$ cat src/rtl/rv32i_types.sv
// rtl/rv32i_types.sv - shared front-end fetch types
package rv32i_types;

    typedef enum logic [1:0] {
        IDLE  = 2'd0,
        FETCH = 2'd1,
        DROP  = 2'd2
    } fetch_state_t;

    typedef struct packed {
        logic [31:0] pc;
        logic [31:0] instr;
    } fetch_entry_t;

endpackage

$ cat src/rtl/fetch_queue.sv
// rtl/fetch_queue.sv - in-order instruction queue with same-cycle flush
module fetch_queue
    import rv32i_types::*;
#(
    parameter int DEPTH = 4
) (
    input  logic                       clk,
    input  logic                       rst,
    input  logic                       push_i,
    input  fetch_entry_t               push_entry_i,
    input  logic                       pop_i,
    input  logic                       flush_i,
    output logic [$clog2(DEPTH):0]     count_o,
    output fetch_entry_t               head_o
);

    localparam int PW = $clog2(DEPTH);
    localparam logic [PW:0] FULL_CNT = (PW + 1)'(DEPTH);

    fetch_entry_t  mem_q [DEPTH];
    logic [PW-1:0] head_q, head_d;
    logic [PW-1:0] tail_q, tail_d;
    logic [PW:0]   count_q, count_d;
    logic          do_push;
    logic          do_pop;

    // A push into a full queue only lands when the head leaves in the same cycle.
    assign do_pop  = pop_i & (count_q != '0);
    assign do_push = push_i & ((count_q != FULL_CNT) | do_pop);

    always_comb begin
        head_d  = head_q;
        tail_d  = tail_q;
        count_d = count_q;
        if (flush_i) begin
            head_d  = '0;
            tail_d  = '0;
            count_d = '0;
        end else begin
            if (do_push) tail_d = tail_q + 1'b1;
            if (do_pop)  head_d = head_q + 1'b1;
            count_d = count_q + {{PW{1'b0}}, do_push} - {{PW{1'b0}}, do_pop};
        end
    end

    always_ff @(posedge clk) begin
        if (rst) begin
            head_q  <= '0;
            tail_q  <= '0;
            count_q <= '0;
            for (int i = 0; i < DEPTH; i++) mem_q[i] <= '0;
        end else begin
            head_q  <= head_d;
            tail_q  <= tail_d;
            count_q <= count_d;
            if (do_push && !flush_i) mem_q[tail_q] <= push_entry_i;
        end
    end

    assign count_o = count_q;
    assign head_o  = mem_q[head_q];

endmodule

$ cat src/rtl/fetch_controller.sv
// rtl/fetch_controller.sv - fetch PC sequencing, single-outstanding icache reads
module fetch_controller
    import rv32i_types::*;
#(
    parameter int          DEPTH    = 4,
    parameter logic [31:0] RESET_PC = 32'h0000_0060
) (
    input  logic        clk,
    input  logic        rst,
    output logic        imem_read,
    output logic [31:0] imem_address,
    input  logic        imem_resp,
    input  logic [31:0] imem_rdata,
    input  logic        redirect,
    input  logic [31:0] redirect_pc,
    output logic        out_valid,
    input  logic        out_ready,
    output logic [31:0] out_instr,
    output logic [31:0] out_pc
);

    localparam int PW = $clog2(DEPTH);

    fetch_state_t  state_q, state_d;
    logic [31:0]   pc_q, pc_d;
    logic [31:0]   drop_addr_q, drop_addr_d;
    logic          push;
    logic          pop;
    logic [PW:0]   count;
    logic [PW+1:0] post_cnt;
    logic          has_room;
    logic [31:0]   target_pc;
    fetch_entry_t  push_entry;
    fetch_entry_t  head;

    assign target_pc  = redirect_pc & 32'hFFFF_FFFC;
    assign pop        = out_valid & out_ready;
    assign has_room   = ({1'b0, count} < (PW + 2)'(DEPTH));
    assign post_cnt   = {1'b0, count} + (PW + 2)'(1) - (PW + 2)'(pop);
    assign push_entry = '{pc: pc_q, instr: imem_rdata};

    always_comb begin
        state_d     = state_q;
        pc_d        = pc_q;
        drop_addr_d = drop_addr_q;
        push        = 1'b0;
        unique case (state_q)
            IDLE: begin
                if (redirect)      pc_d    = target_pc;
                else if (has_room) state_d = FETCH;
            end
            FETCH: begin
                if (redirect) begin
                    pc_d = target_pc;
                    // The outstanding read cannot be cancelled; wait it out in DROP.
                    if (!imem_resp) begin
                        drop_addr_d = pc_q;
                        state_d     = DROP;
                    end
                end else if (imem_resp) begin
                    push    = 1'b1;
                    pc_d    = pc_q + 32'd4;
                    state_d = (post_cnt < (PW + 2)'(DEPTH)) ? FETCH : IDLE;
                end
            end
            DROP: begin
                if (redirect)  pc_d    = target_pc;
                if (imem_resp) state_d = has_room ? FETCH : IDLE;
            end
            default: state_d = IDLE;
        endcase
    end

    always_ff @(posedge clk) begin
        if (rst) begin
            state_q     <= IDLE;
            pc_q        <= RESET_PC;
            drop_addr_q <= '0;
        end else begin
            state_q     <= state_d;
            pc_q        <= pc_d;
            drop_addr_q <= drop_addr_d;
        end
    end

    always_comb begin
        imem_read    = 1'b0;
        imem_address = '0;
        case (state_q)
            FETCH: begin
                imem_read    = 1'b1;
                imem_address = pc_q;
            end
            DROP: begin
                imem_read    = 1'b1;
                imem_address = drop_addr_q;
            end
            default: ;
        endcase
    end

    fetch_queue #(.DEPTH(DEPTH)) u_queue (
        .clk          (clk),
        .rst          (rst),
        .push_i       (push),
        .push_entry_i (push_entry),
        .pop_i        (pop),
        .flush_i      (redirect),
        .count_o      (count),
        .head_o       (head)
    );

    assign out_valid = (count != '0);
    assign out_instr = head.instr;
    assign out_pc    = head.pc;

endmodule
$ cat config.mk
export PLATFORM = sky130hd
export DESIGN_NAME = fetch_controller
export DESIGN_NICKNAME = d
export VERILOG_FILES = /design/src/rtl/rv32i_types.sv /design/src/rtl/fetch_queue.sv /design/src/rtl/fetch_controller.sv
export SDC_FILE = /design/constraint.sdc
export NUM_CORES = 1
export LEC_CHECK = 0
export ABC_CLOCK_PERIOD_IN_PS = 5800
export BUFFER_PORTS_ARGS = -buffer_cell sky130_fd_sc_hd__buf_2
export CAP_MARGIN = 25
export CORE_MARGIN = 5
export CORE_UTILIZATION = 47
export DETAILED_ROUTE_END_ITERATION = 6
export GPL_TIMING_DRIVEN = 0
export PLACE_DENSITY_LB_ADDON = 0.2
export SYNTH_ARGS = -nofsm -noshare
export SYNTH_HDL_FRONTEND = slang
export SYNTH_SLANG_ARGS = --single-unit
$ cat constraint.sdc
create_clock -name clk -period 5.8 [get_ports clk]
set_input_delay 1.16 -clock clk [delete_from_list [all_inputs] [get_ports clk]]
set_output_delay 1.16 -clock clk [all_outputs]
set_load 0.02 [all_outputs]
==> reports/qor.yml <==
synth_area_um2: 14990
insertion_delay_ns: 0.52
drtAntennaViolNets: 0
cap_violations: 0
final_common_cell: "edfxtp_1"
dominantRegCellSynth: "edfxtp_1"
hp-class: "register to register"
place_congestion: 0.8626
rsz0062_at_grt: "false"
post_drt_wl_per_cell_um: 20.99
cts_setup_buffers: 0
max_slew_margin_pct: 40.27
vias: 10280
start_util_pct: 47.50
fp.dieW_um: 188.6
ys_ff_latch: 323
pin_count: 167
drive_above_1_share_pct: 22.91
path_clk_slew_ns: 0.06
layout_common_cells: "252 x edfxtp_1, 186 x and2_1, 173 x buf_2, 95 x nand2_1, 93 x clkbuf_1"
avgViaCountPerCell: 5.628
cts_hold_buf: 0
die_area_um2: 35560
cts_buffer_depth: 3
p_per_area_nw_per_um2: 353.6
period_minus_slack_ns: 4.067
ir_worst_vdd_uv: 235.5
cp_max_fo: 10
wl_met2_um: 18710
route.detailed.drc: 0
startpoint_type: "register"
core_um2: 31560
arrival_ns: 2.91
syn_to_final_growth_pct: 18.25
synth_async_sr_flop_share_pct: 0
numCtsBuffers: 37
path_buf_inv: 3
die_y_um: 188.6
finalHoldViolCount: 0
grt_antenna_before_repair: 0
cts-htree-levels: 2
cts_resized: 0
slowest_delay_ns: 0.74
outcome: "complete, no violations"
worstMarginPinSlew_ns: 0.8959
slowest_stage: "buf_1"
post_synth.cell_area_avg_um2: 12.66
finClkSkew_ns: 0.02382
grt_pass1_wl_um: 59930
top_layer: "met4"
wl_met1_um: 16150
crit_type: "register to output pin"
setup_slack_ns: 1.733
cts_tree: "done"
drt_iter0_drc: 1075
fmax_ghz: 0.2459
root_buffer: "clkbuf_16"
cts_sinks: 323
final_cells: 1826
ys_warn_count: 0
grt_pass1_vias: 10550
gr-usage-all-layers_pct: 21.45
holdWs_ns: 0.4559
placed_cells: 1758
ys_types: 62
leakage_nw: 6.792
layout.nets: 1473
min-delay-start: "drop_addr_q[10]$_SDFFE_PP0P_"
grt_max_degree: 55
setup_viol_count_final: 0
finalMaxSlewViolations: 0
dr_wl_met3_um: 2933
yosysSeqAreaShare_pct: 59.97
post-place-ws_ns: 1.704
synth_edf_count: 252
dr.pass1.iters: 5
cp_cell_sequence: "clkbuf_1, buf_1, mux4_2, buf_2"
port_buffers: 161
crit_path_end_kind: "output pin"
wl_um: 38320
crit_required_ns: 4.64
rr_startpoint: "state_q[0]$_SDFFE_PP0P_"
crit_family: "buffers and inverters"
num_rows: 65
r2r_setup_slack_ns: 1.93
overflow: 0
dp_hpwl_um: 25790
num-fill-cells: 2692
syn_inst: 1184
fin_crit_sh_pct: 70.12
## power by group
group          internal [W]  switching [W]
sequential          0.00266      0.0000854
combinational      0.000386       0.000760
clock               0.00146       0.000919
## flip-flops by register name (all words and copies together) (netlist names), named ones only
signal and cells:
u_queue.mem_q 252, drop_addr_q 30, pc_q 30, u_queue.count_o 3, state_q 2, u_queue.head_q 2
u_queue.tail_q 2
## final timing paths
path,endpoint,cells past startpoint
worst min register to register,drop_addr_q[10]$_SDFFE_PP0P_,2
worst min-delay path,drop_addr_q[10]$_SDFFE_PP0P_,2
worst max-delay path,out_instr[23],4
worst max register to register,u_queue.mem_q[2][14]$_SDFFCE_PN0P_,8
## synthesized netlist by cell type, drive strengths merged (2+ instances only)
master | number | share of area [%]
ha | 8 | 0.67
nand4 | 11 | 0.46
o31ai | 2 | 0.10
nor2 | 31 | 0.78
or3 | 7 | 0.29
clkbuf | 91 | 2.3
a22o | 2 | 0.12
or2 | 4 | 0.17
nor4 | 7 | 0.39
and4 | 4 | 0.27
or3b | 2 | 0.12
mux4 | 63 | 9.5
dfxtp | 71 | 9.5
nand2 | 96 | 2.5
xnor2 | 3 | 0.18
o21bai | 2 | 0.10
a21o | 9 | 0.45
a21oi | 55 | 1.8
and3 | 68 | 2.8
nor2b | 32 | 1.3
edfxtp | 252 | 50
a211oi | 3 | 0.15
inv | 10 | 0.25
and2 | 186 | 7.8
nand3 | 25 | 0.83
nand3b | 3 | 0.15
a31oi | 10 | 0.42
o311a | 2 | 0.13
nor4b | 3 | 0.32
a22oi | 35 | 1.8
a311oi | 2 | 0.12
buf | 24 | 0.95
nor3 | 9 | 0.30
or4 | 7 | 0.35
o211ai | 8 | 0.40
nor3b | 2 | 0.17
xor2 | 4 | 0.23
o21ai | 16 | 0.53
## kinds of logic (layout without fill, tap and decap cells)
| family | Yosys count | count (layout) | synth area share (%) |
|---|---|---|---|
| xor+xnor | 7 | 7 | 0.4090 |
| buf+inv | 126 | 360 | 3.539 |
| compound gates | 156 | 156 | 6.695 |
| fa+ha+maj | 9 | 9 | 0.8014 |
| other cells | 1 | 7 | 0.02502 |
| simple gates | 498 | 498 | 19.03 |
| flops | 323 | 323 | 59.97 |
| mux | 64 | 64 | 9.533 |
## worst register-to-register path, stage by stage, from the launching register on
cell	delay, ns
dfxtp_1	0.47
ha_1	0.20
clkbuf_1	0.21
inv_1	0.16
nor4b_4	0.59
nand2b_1	0.30
nor3b_2	0.76
or2_4	0.53
buf_16	0.29
## layout make-up
cell class	instances	area [um^2]	share of cell area [%]
Antenna cell	1	2.502	0.01412
Buffer	116	493.0	2.781
Clock buffer	42	997.2	5.626
Clock inverter	25	247.7	1.398
Inverter	10	37.54	0.2118
Multi-Input combinational cell	740	5519	31.14
Sequential cell	323	8989	50.71
Tap cell	402	503.0	2.838
Timing Repair Buffer	167	935.9	5.280
## stage by stage
step | instance area [um^2] | power, W | TNS [ns] | utilization, %
floorplan | 15010 | 0.003519 | 0 | -
global placement | 16320 | 0.003900 | -125.57 | 51.71
detailed placement | 16480 | 0.003930 | 0 | 52.22
CTS | 17720 | 0.006298 | 0 | 56.16
global route | 17720 | 0.006531 | 0 | 56.16
finish | 17720 | 0.006268 | 0 | 56.17
## routing by layer
metal / vias to the layer above / track usage [%]
met1: 5052 / 29.36
met5: - / 0
met3: 45 / 3.909
met2: 394 / 36.50
met4: 0 / 4.064
li1: 4786 / -
Power figures use the tool's default switching activity.
